**src/rtl/stack_cpu_p.sv**
```systemverilog
// Parametrised 16-bit-encoded stack-machine core.
// Sequences each instruction through EXEC -> (MEM) -> UPDATE -> DELAY, tracks
// operand stack depth with sticky overflow/underflow faulting, talks to data
// memory through a ready-handshaked port and stops in HALT on insn 0xffff.
module stack_cpu_p #(
    parameter int DATA_W  = 16,
    parameter int DEPTH   = 16,
    parameter int PC_W    = 10,
    parameter int ADDR_W  = 8,
    parameter int CLK_DIV = 1
) (
    input  logic                         clk,
    input  logic                         rst_n,
    input  logic [15:0]                  insn,
    output logic [PC_W-1:0]              pc,
    output logic [ADDR_W-1:0]            mem_addr,
    output logic                         mem_rd,
    output logic                         mem_wr,
    input  logic                         mem_ready,
    input  logic [DATA_W-1:0]            rd_data,
    output logic [DATA_W-1:0]            wr_data,
    output logic [DATA_W-1:0]            stack_top,
    output logic [$clog2(DEPTH+1)-1:0]   stack_depth,
    output logic                         halted,
    output logic                         fault
);

    localparam int DW = $clog2(DEPTH + 1);
    localparam int CW = (CLK_DIV > 1) ? $clog2(CLK_DIV) : 1;

    localparam logic [7:0] OP_PUSH = 8'h00;
    localparam logic [7:0] OP_POP  = 8'h01;
    localparam logic [7:0] OP_DUP  = 8'h02;
    localparam logic [7:0] OP_LD   = 8'h08;
    localparam logic [7:0] OP_ST   = 8'h0c;
    localparam logic [7:0] OP_STA  = 8'h0d;
    localparam logic [7:0] OP_STD  = 8'h0e;
    localparam logic [7:0] OP_JMP  = 8'h10;
    localparam logic [7:0] OP_JZ   = 8'h11;
    localparam logic [7:0] OP_ALU  = 8'h20;

    typedef enum logic [2:0] {
        S_EXEC, S_MEM, S_UPDATE, S_DELAY, S_HALT, S_FAULT
    } state_t;

    state_t              state;
    logic [DATA_W-1:0]   stack [DEPTH];
    logic [DATA_W-1:0]   stk_nxt [DEPTH];
    logic [15:0]         insn_q;
    logic [DATA_W-1:0]   rd_q;
    logic [CW-1:0]       div_cnt;

    // EXEC decode
    logic [1:0]          need;
    logic                grow, chk_en, is_mem, is_ld, exec_fault;
    logic [ADDR_W-1:0]   addr_d;
    logic [DATA_W-1:0]   wdat_d;

    // UPDATE results
    logic                do_push, do_pop, top_ovr;
    logic [DATA_W-1:0]   push_val, top_val;
    logic [PC_W-1:0]     pc_nxt, off;
    logic [DW-1:0]       dep_nxt;

    function automatic logic [DATA_W-1:0] alu_fn(input logic [7:0] fn,
                                                  input logic [DATA_W-1:0] a,
                                                  input logic [DATA_W-1:0] b);
        logic [DATA_W-1:0] r;
        case (fn)
            8'h00:   r = a;
            8'h01:   r = b;
            8'h02:   r = a + b;
            8'h03:   r = a - b;
            8'h04:   r = a * b;
            8'h05:   r = a | (b << 8);
            8'h08:   r = {{(DATA_W-1){1'b0}}, (a < b)};
            default: r = '0;
        endcase
        return r;
    endfunction

    assign stack_top = stack[0];

    // Decode the live instruction: stack requirement, growth, memory access setup
    always_comb begin
        need   = 2'd0;
        grow   = 1'b0;
        chk_en = 1'b1;
        is_mem = 1'b0;
        is_ld  = 1'b0;
        addr_d = ADDR_W'(insn[7:0]);
        wdat_d = stack[0];
        case (insn[15:8])
            OP_PUSH: grow = 1'b1;
            OP_POP:  need = 2'd1;
            OP_DUP:  begin need = insn[0] ? 2'd2 : 2'd1; grow = 1'b1; end
            OP_LD:   begin grow = 1'b1; is_mem = 1'b1; is_ld = 1'b1; end
            OP_ST:   begin need = 2'd1; is_mem = 1'b1; end
            OP_STA, OP_STD: begin
                need   = 2'd2;
                is_mem = 1'b1;
                addr_d = ADDR_W'(stack[0]);
                wdat_d = stack[1];
            end
            OP_JMP:  need = 2'd0;
            OP_JZ:   need = 2'd1;
            OP_ALU:  need = 2'd2;
            default: chk_en = 1'b0;
        endcase
        exec_fault = chk_en && ((DW'(need) > stack_depth) ||
                                (grow && stack_depth == DW'(DEPTH)));
    end

    // Next stack contents, depth and pc for the latched instruction
    always_comb begin
        do_push  = 1'b0;
        do_pop   = 1'b0;
        top_ovr  = 1'b0;
        push_val = rd_q;
        top_val  = stack[0];
        off      = PC_W'($signed(insn_q[7:0]));
        pc_nxt   = pc + PC_W'(1);
        case (insn_q[15:8])
            OP_PUSH: begin do_push = 1'b1; push_val = DATA_W'(insn_q[7:0]); end
            OP_POP:  do_pop = 1'b1;
            OP_DUP:  begin do_push = 1'b1; push_val = insn_q[0] ? stack[1] : stack[0]; end
            OP_LD:   begin do_push = 1'b1; push_val = rd_q; end
            OP_ST, OP_STD: do_pop = 1'b1;
            OP_STA:  begin do_pop = 1'b1; top_ovr = 1'b1; top_val = stack[0]; end
            OP_JMP:  pc_nxt = pc + off;
            OP_JZ: begin
                do_pop = 1'b1;
                if (stack[0] == '0) pc_nxt = pc + off;
            end
            OP_ALU: begin
                do_pop  = 1'b1;
                top_ovr = 1'b1;
                top_val = alu_fn(insn_q[7:0], stack[0], stack[1]);
            end
            default: do_pop = 1'b0;
        endcase

        for (int i = 0; i < DEPTH; i++) stk_nxt[i] = stack[i];
        dep_nxt = stack_depth;
        if (do_push) begin
            stk_nxt[0] = push_val;
            for (int i = 1; i < DEPTH; i++) stk_nxt[i] = stack[i-1];
            dep_nxt = stack_depth + DW'(1);
        end else if (do_pop) begin
            for (int i = 0; i < DEPTH - 1; i++) stk_nxt[i] = stack[i+1];
            stk_nxt[DEPTH-1] = '0;
            if (top_ovr) stk_nxt[0] = top_val;
            dep_nxt = stack_depth - DW'(1);
        end
    end

    // Instruction sequencer with registered memory strobes and status flags
    always_ff @(posedge clk) begin
        if (!rst_n) begin
            state       <= S_EXEC;
            pc          <= '0;
            stack_depth <= '0;
            mem_rd      <= 1'b0;
            mem_wr      <= 1'b0;
            mem_addr    <= '0;
            wr_data     <= '0;
            halted      <= 1'b0;
            fault       <= 1'b0;
            div_cnt     <= '0;
            for (int i = 0; i < DEPTH; i++) stack[i] <= '0;
        end else begin
            case (state)
                S_EXEC: begin
                    if (insn == 16'hffff) begin
                        state  <= S_HALT;
                        halted <= 1'b1;
                    end else if (exec_fault) begin
                        state <= S_FAULT;
                        fault <= 1'b1;
                    end else begin
                        insn_q <= insn;
                        if (is_mem) begin
                            mem_rd   <= is_ld;
                            mem_wr   <= !is_ld;
                            mem_addr <= addr_d;
                            if (!is_ld) wr_data <= wdat_d;
                            state <= S_MEM;
                        end else begin
                            state <= S_UPDATE;
                        end
                    end
                end
                S_MEM: begin
                    if (mem_ready) begin
                        rd_q   <= rd_data;
                        mem_rd <= 1'b0;
                        mem_wr <= 1'b0;
                        state  <= S_UPDATE;
                    end
                end
                S_UPDATE: begin
                    stack       <= stk_nxt;
                    stack_depth <= dep_nxt;
                    pc          <= pc_nxt;
                    div_cnt     <= '0;
                    state       <= S_DELAY;
                end
                S_DELAY: begin
                    if (div_cnt == CW'(CLK_DIV - 1)) state <= S_EXEC;
                    else div_cnt <= div_cnt + CW'(1);
                end
                default: state <= state;
            endcase
        end
    end

endmodule

```
**config.mk**
```make
export PLATFORM = sky130hd
export DESIGN_NAME = stack_cpu_p
export DESIGN_NICKNAME = d
export VERILOG_FILES = /design/src/rtl/stack_cpu_p.sv
export SDC_FILE = /design/constraint.sdc
export NUM_CORES = 1
export LEC_CHECK = 0
export BUFFER_PORTS_ARGS = -buffer_cell sky130_fd_sc_hd__clkbuf_2
export CAP_MARGIN = 20
export CORE_ASPECT_RATIO = 2
export CORE_UTILIZATION = 63
export DETAILED_ROUTE_END_ITERATION = 8
export GPL_TIMING_DRIVEN = 1
export PLACE_DENSITY = 0.92
export SYNTH_ARGS = -nofsm -noshare
export SYNTH_HDL_FRONTEND = slang
export SYNTH_SLANG_ARGS = --single-unit
```
**constraint.sdc**
```tcl
create_clock -name clk -period 6.76 [get_ports clk]
set_input_delay 0.338 -clock clk [delete_from_list [all_inputs] [get_ports clk]]
set_output_delay 0.338 -clock clk [all_outputs]
set_load 0.02 [all_outputs]
```
* Word level (Yosys, flattened, before mapping)
Index checks and enable logic that the tools add are counted.
** Cells by class
- Muxes and demuxes :: 39
- Reductions and logical operators :: 32
- Magnitude comparators :: 2
- Bitwise gates (word level) :: 4
- Add/subtract/negate cells :: 7
- Multipliers :: 1
- Equality and inequality tests :: 37
** Operators with widths (number)
- $mux W256 :: 2
- $pmux W16 S7 :: 1
- $eq A8 B4 Y1 const B :: 9
- $mux W16 :: 4
- $eq A8 B2 Y1 const B :: 4
- $eq A8 B5 Y1 const B :: 4
- $pmux W16 S2 :: 1
- $eq A8 B1 Y1 const B :: 3
- $logic_not A8 Y1 :: 3
- $pmux W10 S2 :: 1
- $add A16 B16 Y16 :: 1
- $eq A16 B16 Y1 const B :: 1
- $eq A8 B3 Y1 const B :: 2
- $eq A8 B6 Y1 const B :: 2
- $logic_not A16 Y1 :: 1
- $lt A16 B16 Y1 :: 1
- $mul A16 B16 Y16 :: 1
- $or A16 B16 Y16 :: 1
- $sub A16 B16 Y16 :: 1
- $mux W1 :: 15
- $reduce_and A5 Y1 :: 3
- $mux W3 :: 4
- $pmux W3 S4 :: 1
- $reduce_or A3 Y1 :: 4
- 32 further kinds :: 52
** Storage, ports and cells
- Word-level logic and storage cells :: 150
- Output and inout port bits :: 59
- Flip-flop bits (word level) :: 335

* Longest topological paths before layout
Gate-level depths: netlist of the first run.
- Depth in word-level cells :: 9
- Gate-level depth with buffers :: 26
- Mapped depth without buffers :: 24

* Worst setup path after synthesis of the first run
OpenSTA, ideal clock, no wires.
- Kind :: register to register
- From :: reg stack[225] in the netlist's numbering
- To :: reg stack (netlist bit stack_top[15])
- Path buffers :: 2
- Data arrival time :: 5.693 ns
- Data required time :: 6.638 ns
- Setup slack :: 0.945 ns
- Setup time :: 0.122 ns
- Stages on the path, launching flop included :: 22
- Path through :: dfxtp_1 clkbuf_1 clkbuf_1 nand2_1 fa_1 fa_1 fa_1 fa_1 inv_1 fa_1 inv_1 fa_1 inv_1 ha_1 a21oi_1 nor2b_1 a311oi_1 o21ai_0 xnor2_1 a21oi_1 nor3_1 a311o_1
** Between the ends
- Word-level cells in the longest chain between the ends :: 6
- Elaborated cells on any way between the ends :: 8
** Ends and longest elaborated chain
- from (decl) :: line 47 : logic [DATA_W-1:0] stack [DEPTH];
- from (signal assigned) :: line 202 : stack <= stk_nxt;
- $mul A16 B16 Y16, or another cell as far along :: line 74 : 8'h04: r = a * b;
- $pmux W16 S7 * :: line 69 : case (fn)
- $mux W16 * :: line 123 : case (insn_q[15:8])
- $mux W16 * :: line 152 : if (top_ovr) stk_nxt[0] = top_val;
- $mux W256 * :: line 149 : end else if (do_pop) begin
- $mux W256 * :: line 145 : if (do_push) begin
Every way passes the cells marked *; elsewhere a longest branch is shown, timed or not. The select of a mux whose other input is x is not followed.
A chain may end at the register's enable or synchronous reset.

* Final worst setup path of the first run
Same ends and word-level chain as after synthesis.

==> out/qor.csv, run 1 <==
stage,metric,value,unit
cells_and_area,final_common_cell,nand2_1,
die,start_util,64.1,%
setup_path,startpoint_type,flip-flop,
drt,dr.pass1.iters,6,
synth,yosysUniqueCellTypes,81,
synth,ys_warn_count,0,
cts,clk_pin_slew,0.09,ns
placed_design,dp_hpwl,45.3,mm
cells_and_area,drive_gt1_share,9.09,%
setup_path,crit_top_cell,fa_1,
synth,synth_ff_type,dfxtp_1,
die,die_h,260,um
synth,synth_top_area_share,28.8,%
run_status,status,finished clean,
sta,skew,0.0371,ns
synth,post-synth-top-area-cell,dfxtp_1,
power_and_ir_drop,pwr-share-comb,6.8,%
setup_path,r2r-end,stack_top[15],
synth,synth_fp_nets,2845,
synth,syn_area_per_cell,7.99,um2
cts,cts_buffers,30,
synth,syn_inst,2630,
die,num_rows,94,
sta,fin_setup_tns,0,ns
sta,maxSlewHeadroom,25.3,%
flow_run,drv_cap,0,
synth,ys_seq_area_share,33.3,%
setup_path,worstSetupStartpoint,stack[225],
cts,cts_tree,built,
sta,drv_slew,0,
grt,grtUsageTotal,38.4,%
sta,finalSetupViolations,0,
grt,grt_pass1_vias,19276,
grt,grt_start_max_net_pins,246,
cells_and_area,nNetsFinal,2808,
sta,fin_crit_sh,94.1,%
setup_path,crit_buf_inv,4,
cts,htree_levels,1,
synth,syn_area,21000,um2
grt,antenna_found_initial,1,
die,ios,94,
sta,rsz0062_at_grt,no,
setup_path,cp.arrival,6.86,ns
power_and_ir_drop,power_switching,1080,uW
synth,synthTopCellsByArea,"dfxtp_1 29%, nand2_1 11%, a311oi_1 9.5%",
cells_and_area,final_cell_mix,"590 x nand2_1, 337 x nor2_1, 302 x dfxtp_1, 229 x a311oi_1, 152 x inv_1",
power_and_ir_drop,switching_share,25.0,%
setup_path,slowest_stage,dfxtp_1,
drt,wirelength,65.7,mm
drt,vias,19499,
setup_path,critPathMaxFanout,14,
hold_path,hp-class,input pin to flip-flop,
power_and_ir_drop,p_seq_share,47.9,%
grt,grt_pass1_wl,103,mm
setup_path,critPathKind,flip-flop to flip-flop,
cells_and_area,fillers,2580,
power_and_ir_drop,leakagePower,0.00787,uW
synth,async_flop_share,0,%
grt,grt_overflow_total,0,
die,die_w,131,um
die,dieArea,34100,um2
setup_path,end_kind,flip-flop,
setup_path,path_depth,21,
sta,hold_viol_final,0,
setup_path,r2r.worst_path.cells,21,
setup_path,r2r_slack,0.40,ns
synth,synth_edf_count,32,
cts,clkSinkCount,334,
power_and_ir_drop,peakVddDrop,0.224,mV
setup_path,path_delay_family,adder cells,
cts,cts_setup_buffers,0,
placed_design,routabilityCongestion,1.05,
cts,clock_latency,0.61,ns
setup_path,critical_path.cell_chain,buf_4 > nand2_1 > fa_1 > fa_1 > inv_1 > ha_1 > fa_1 > inv_1 > fa_1 > fa_1 > inv_1 > ha_1 > or2_2 > a21oi_1 > a21oi_1 > a311oi_1 > o21ai_0 > xnor2_1 > a21oi_1 > nor3_1 > a311o_1,
placed_design,numPortBuffers,93,
cells_and_area,areaGrowthSynthToFinish,8.45,%
die,fp.coreArea,32800,um2
power_and_ir_drop,power_frac_clock,45.3,%
sta,tightest_slew,1.12,ns
power_and_ir_drop,pwr_density_cell,190,nW/um2
power_and_ir_drop,p_int,3250,uW
setup_path,endpoint,stack_top[15],
setup_path,slowest_delay,0.76,ns
drt,viasPerCell,6.39,
setup_path,required,7.26,ns
cts,clockBufferDepth,3,
drt,drt-initial-drc-count,1947,
cts,root_buffer,clkbuf_16,
hold_path,min_from,insn[1],
drt,drc,0,
drt,wl_per_cell,21.6,um
sta,fmax,157,MHz
setup_path,reg2reg_from,stack[225],
synth,synth-seq-cells,334,
power_and_ir_drop,power,4340,uW
drt,final_antenna_net_count,0,
sta,fin_crit,6.36,ns
-- sequential cells by signal (all words and copies together) (netlist names), 5 cells and up --
register and count:
mem_addr 8, stack 240, stack_top 16, insn_q 16, wr_data 16, pc 10
stack_depth 5, rd_q 16
-- metal layers --
metal  up-vias  GRT usage (%)  wire, um
li1       8938              -         -
met1      9379           40.1     22500
met2       868           66.8     32700
met3       314           6.97      4490
met4         0           32.7      6010
met5         -              0         0
-- synthesized netlist by cell type, drive strengths merged, types with 14 or more instances --
master,number
nand2,590
nor2,337
dfxtp,302
a311oi,229
clkbuf,165
inv,154
ha,97
a21oi,85
fa,83
buf,64
and2,58
o21ai,56
xnor2,47
a211oi,35
mux2i,33
nand3,33
edfxtp,32
nor3,21
a31oi,16
xor2,14
-- worst min path at each step --
stage,slack (ns),depth (start not counted),end
after floorplan,0.43,2,stack[0]
after global placement,0.44,2,stack[15]
after detailed placement,0.45,2,stack[8]
after CTS,0.008,1,insn_q[7]
after global routing,0.01,1,insn_q[7]
final,0.03,1,insn_q[1]
-- through the flow --
step | std cells | area, um2 | hold slack, ns | setup slack [ns] | util (%)
finish | 3050 | 22800 | 0.0260 | 0.399 | 69.5
floorplan | 2630 | 21000 | 0.432 | 0.945 | -
global route | 3050 | 22800 | 0.0131 | 0.312 | 69.5
detailed placement | 2972 | 21500 | 0.446 | 0.491 | 65.4
CTS | 3049 | 22800 | 0.00784 | 0.490 | 69.5
global placement | 2972 | 21500 | 0.438 | 0.585 | 65.4
-- cells by family after synthesis --
kind of cell | share of synthesized area (%)
xor+xnor | 2.65
compound gates | 18.8
buf+inv | 7.51
flops | 33.3
mux | 1.63
simple gates | 22.3
fa+ha+maj | 13.8
-- area by class of cell --
class | instances | area, um2 | area share [%]
multi-input cells | 1913 | 12500 | 54.7
flip-flops and latches | 334 | 7010 | 30.7
repair buffers | 160 | 1060 | 4.64
clock buffers | 35 | 831 | 3.64
inverters | 154 | 591 | 2.59
well taps | 432 | 541 | 2.37
clock inverters | 21 | 294 | 1.29
diodes | 1 | 2.50 | 0.0110
-- what timing repair did --
| item | 4_1_cts | 5_1_grt |
|---|---|---|
| endpoints found under the hold margin | 21 | 0 |
| hold buffers | 21 | 0 |
| endpoints found under the setup margin | 0 | 0 |
| gates resized for setup | 0 | 0 |
-- power groups by stage --
stage / clock network, uW / logic [uW] / registers [uW]
3_5_place_dp: 0 / 275 / 2120
6_report: 1960 / 295 / 2080
2_1_floorplan: 0 / 197 / 2110
3_3_place_gp: 0 / 267 / 2120
5_1_grt: 2050 / 318 / 2080
4_1_cts: 1970 / 288 / 2080
Power figures use the tool's default switching activity.
==> run 2: changes to the inputs <==
Settings changed: SETUP_SLACK_MARGIN set to 0.4.
==> out/qor.csv, run 2 (synthesized netlist as in run 1, its figures left out) <==
stage,metric,value,unit,change
cells_and_area,final_cell_mix,"590 x nand2_1, 337 x nor2_1, 299 x dfxtp_1, 229 x a311oi_1, 152 x inv_1",,
die,die_h,260,um,unchanged
grt,grt_start_max_net_pins,246,,unchanged
setup_path,r2r_slack,0.50,ns,+0.10 ns
sta,fin_crit_sh,92.7,%,-1.4 points
setup_path,startpoint_type,flip-flop,,
hold_path,hold_depth,1,,unchanged
setup_path,crit_top_cell,fa_1,,
setup_path,critical_path.cell_chain,ha_1 > inv_1 > fa_1 > fa_1 > inv_1 > ha_1 > fa_1 > inv_1 > fa_1 > fa_1 > inv_1 > ha_1 > or2_2 > a21oi_1 > a21oi_1 > a311oi_1 > o21ai_0 > xnor2_1 > a21oi_1 > nor3_1 > a311o_1,,
hold_path,min_to,insn_q[1],,
setup_path,critPathKind,flip-flop to flip-flop,,
drt,dr.pass1.iters,6,,unchanged
setup_path,cp.arrival,6.77,ns,-0.09 ns
cells_and_area,areaGrowthSynthToFinish,8.47,%,about the same
drt,drc,0,,unchanged
sta,fin_crit,6.26,ns,-0.0973 ns
cells_and_area,nNetsFinal,2808,,unchanged
die,start_util,64.1,%,unchanged
drt,wl_per_cell,21.6,um,+0.14%
hold_path,hp-class,input pin to flip-flop,,
cts,cts_buffers,30,,unchanged
die,die_w,131,um,unchanged
placed_design,routabilityCongestion,1.05,,unchanged
placed_design,numPortBuffers,93,,unchanged
grt,antenna_found_initial,1,,unchanged
cts,cts_setup_buffers,0,,unchanged
die,fp.coreArea,32800,um2,unchanged
sta,rsz0062_at_grt,no,,
cells_and_area,drive_gt1_share,9.21,%,+0.11 points
drt,final_antenna_net_count,0,,unchanged
placed_design,place_ws,0.491,ns,unchanged
setup_path,reg2reg_from,stack[227],,
setup_path,r2r.worst_path.cells,21,,unchanged
sta,maxSlewHeadroom,26.0,%,+0.66 points
grt,grt_overflow_total,0,,unchanged
cells_and_area,regArea,7010,um2,about the same
cts,clk_pin_slew,0.09,ns,about the same
sta,fin_setup_tns,0,ns,unchanged
cts,cts_tree,built,,
setup_path,r2r-end,stack_top[15],,
flow_run,drv_cap,0,,unchanged
drt,drt-initial-drc-count,1891,,-2.9%
die,num_rows,94,,unchanged
setup_path,slowest_delay,0.67,ns,-0.09 ns
die,ios,94,,unchanged
sta,fmax,160,MHz,+1.6%
power_and_ir_drop,pwr_density_cell,190,nW/um2,about the same
run_status,status,finished clean,,
cts,clock_latency,0.61,ns,about the same
setup_path,worstSetupStartpoint,stack[227],,
cts,clockBufferDepth,3,,unchanged
cells_and_area,largest_reg_flops,240,,unchanged
die,dieArea,34100,um2,unchanged
cells_and_area,final_common_cell,nand2_1,,
cells_and_area,multi_input_area,12500,um2,unchanged
setup_path,slowest_stage,dfxtp_1,,
sta,drv_slew,0,,unchanged
grt,grt_pass1_vias,19276,,unchanged
cells_and_area,top_register,stack,,
cts,root_buffer,clkbuf_16,,
hold_path,min_from,insn[1],,
drt,viasPerCell,6.39,,-0.11%
placed_design,dp_hpwl,45.3,mm,unchanged
setup_path,required,7.26,ns,about the same
power_and_ir_drop,peakVddDrop,0.224,mV,about the same
sta,hold_viol_final,0,,unchanged
cts,clkSinkCount,334,,unchanged
sta,skew,0.0365,ns,-0.000641 ns
grt,grt_pass1_wl,103,mm,unchanged
sta,fin_ws,0.496,ns,+0.0973 ns
power_and_ir_drop,leakagePower,0.00787,uW,about the same
sta,finalSetupViolations,0,,unchanged
setup_path,end_kind,flip-flop,,
grt,grtUsageTotal,38.4,%,unchanged
setup_path,critPathMaxFanout,13,,-1
drt,vias,19478,,-0.11%
cells_and_area,fillers,2578,,-0.078%
drt,wirelength,65.8,mm,+0.14%
cts,htree_levels,1,,unchanged
sta,tightest_slew,1.11,ns,-0.00989 ns
-- run 2: metrics by stage --
stage                     cell area [um2]  total power, uW  utilization, %  hold WS, ns  cells
final                               22800             4340            69.5       0.0325   3050
after detailed placement            21500             2400            65.4        0.446   2972
after floorplan                     21000             2300               -        0.432   2630
after global placement              21500             2390            65.4        0.438   2972
after global routing                22800             4450            69.5       0.0131   3050
after CTS                           22800             4340            69.5      0.00784   3049
-- run 2: timing repair --
action	4_1_cts	5_1_grt
setup endpoints to repair	0	1
gates resized for setup	0	3
hold buffers	21	0
hold endpoints to repair	21	0
-- run 2: critical path: cells and delay by family, from the launching register on --
family,cells,cell delay [ns]
simple gates,2,0.39
flops,1,0.67
compound gates,6,1.60
xor+xnor,1,0.20
buf+inv,4,0.31
fa+ha+maj,8,3.02
-- run 2: worst max path at each step --
stage	cells after the start	slack (ns)	endpoint
final	21	0.50	stack_top[15]
after global placement	19	0.59	stack_top[15]
after CTS	21	0.49	stack_top[15]
after detailed placement	21	0.49	stack_top[15]
after global routing	22	0.41	stack_top[14]
after floorplan	21	0.95	stack_top[15]
-- run 2: cell type report --
type                       count  share of cell area [%]
multi-input combinational   1913                    54.7
sequential                   334                    30.8
timing repair buffer         160                    4.64
clock buffer                  35                    3.64
inverter                     154                    2.59
tap                          432                    2.37
clock inverter                21                    1.29
antenna                        1                  0.0110
-- run 2: report_power, final --
part / internal [uW] / switching, uW / total [uW]
Clock: 1120 / 847 / 1970
Combinational: 102 / 192 / 294
Sequential: 2030 / 45.0 / 2080
-- run 2: routing by layer --
metal	global-route usage (%)	vias up	part of all wire, %	wire, um
met5	0	-	0	0
li1	-	8941	-	-
met2	66.8	854	50	32800
met3	6.97	302	6.7	4410
met4	32.7	0	8.9	5880
met1	40.1	9381	34	22700
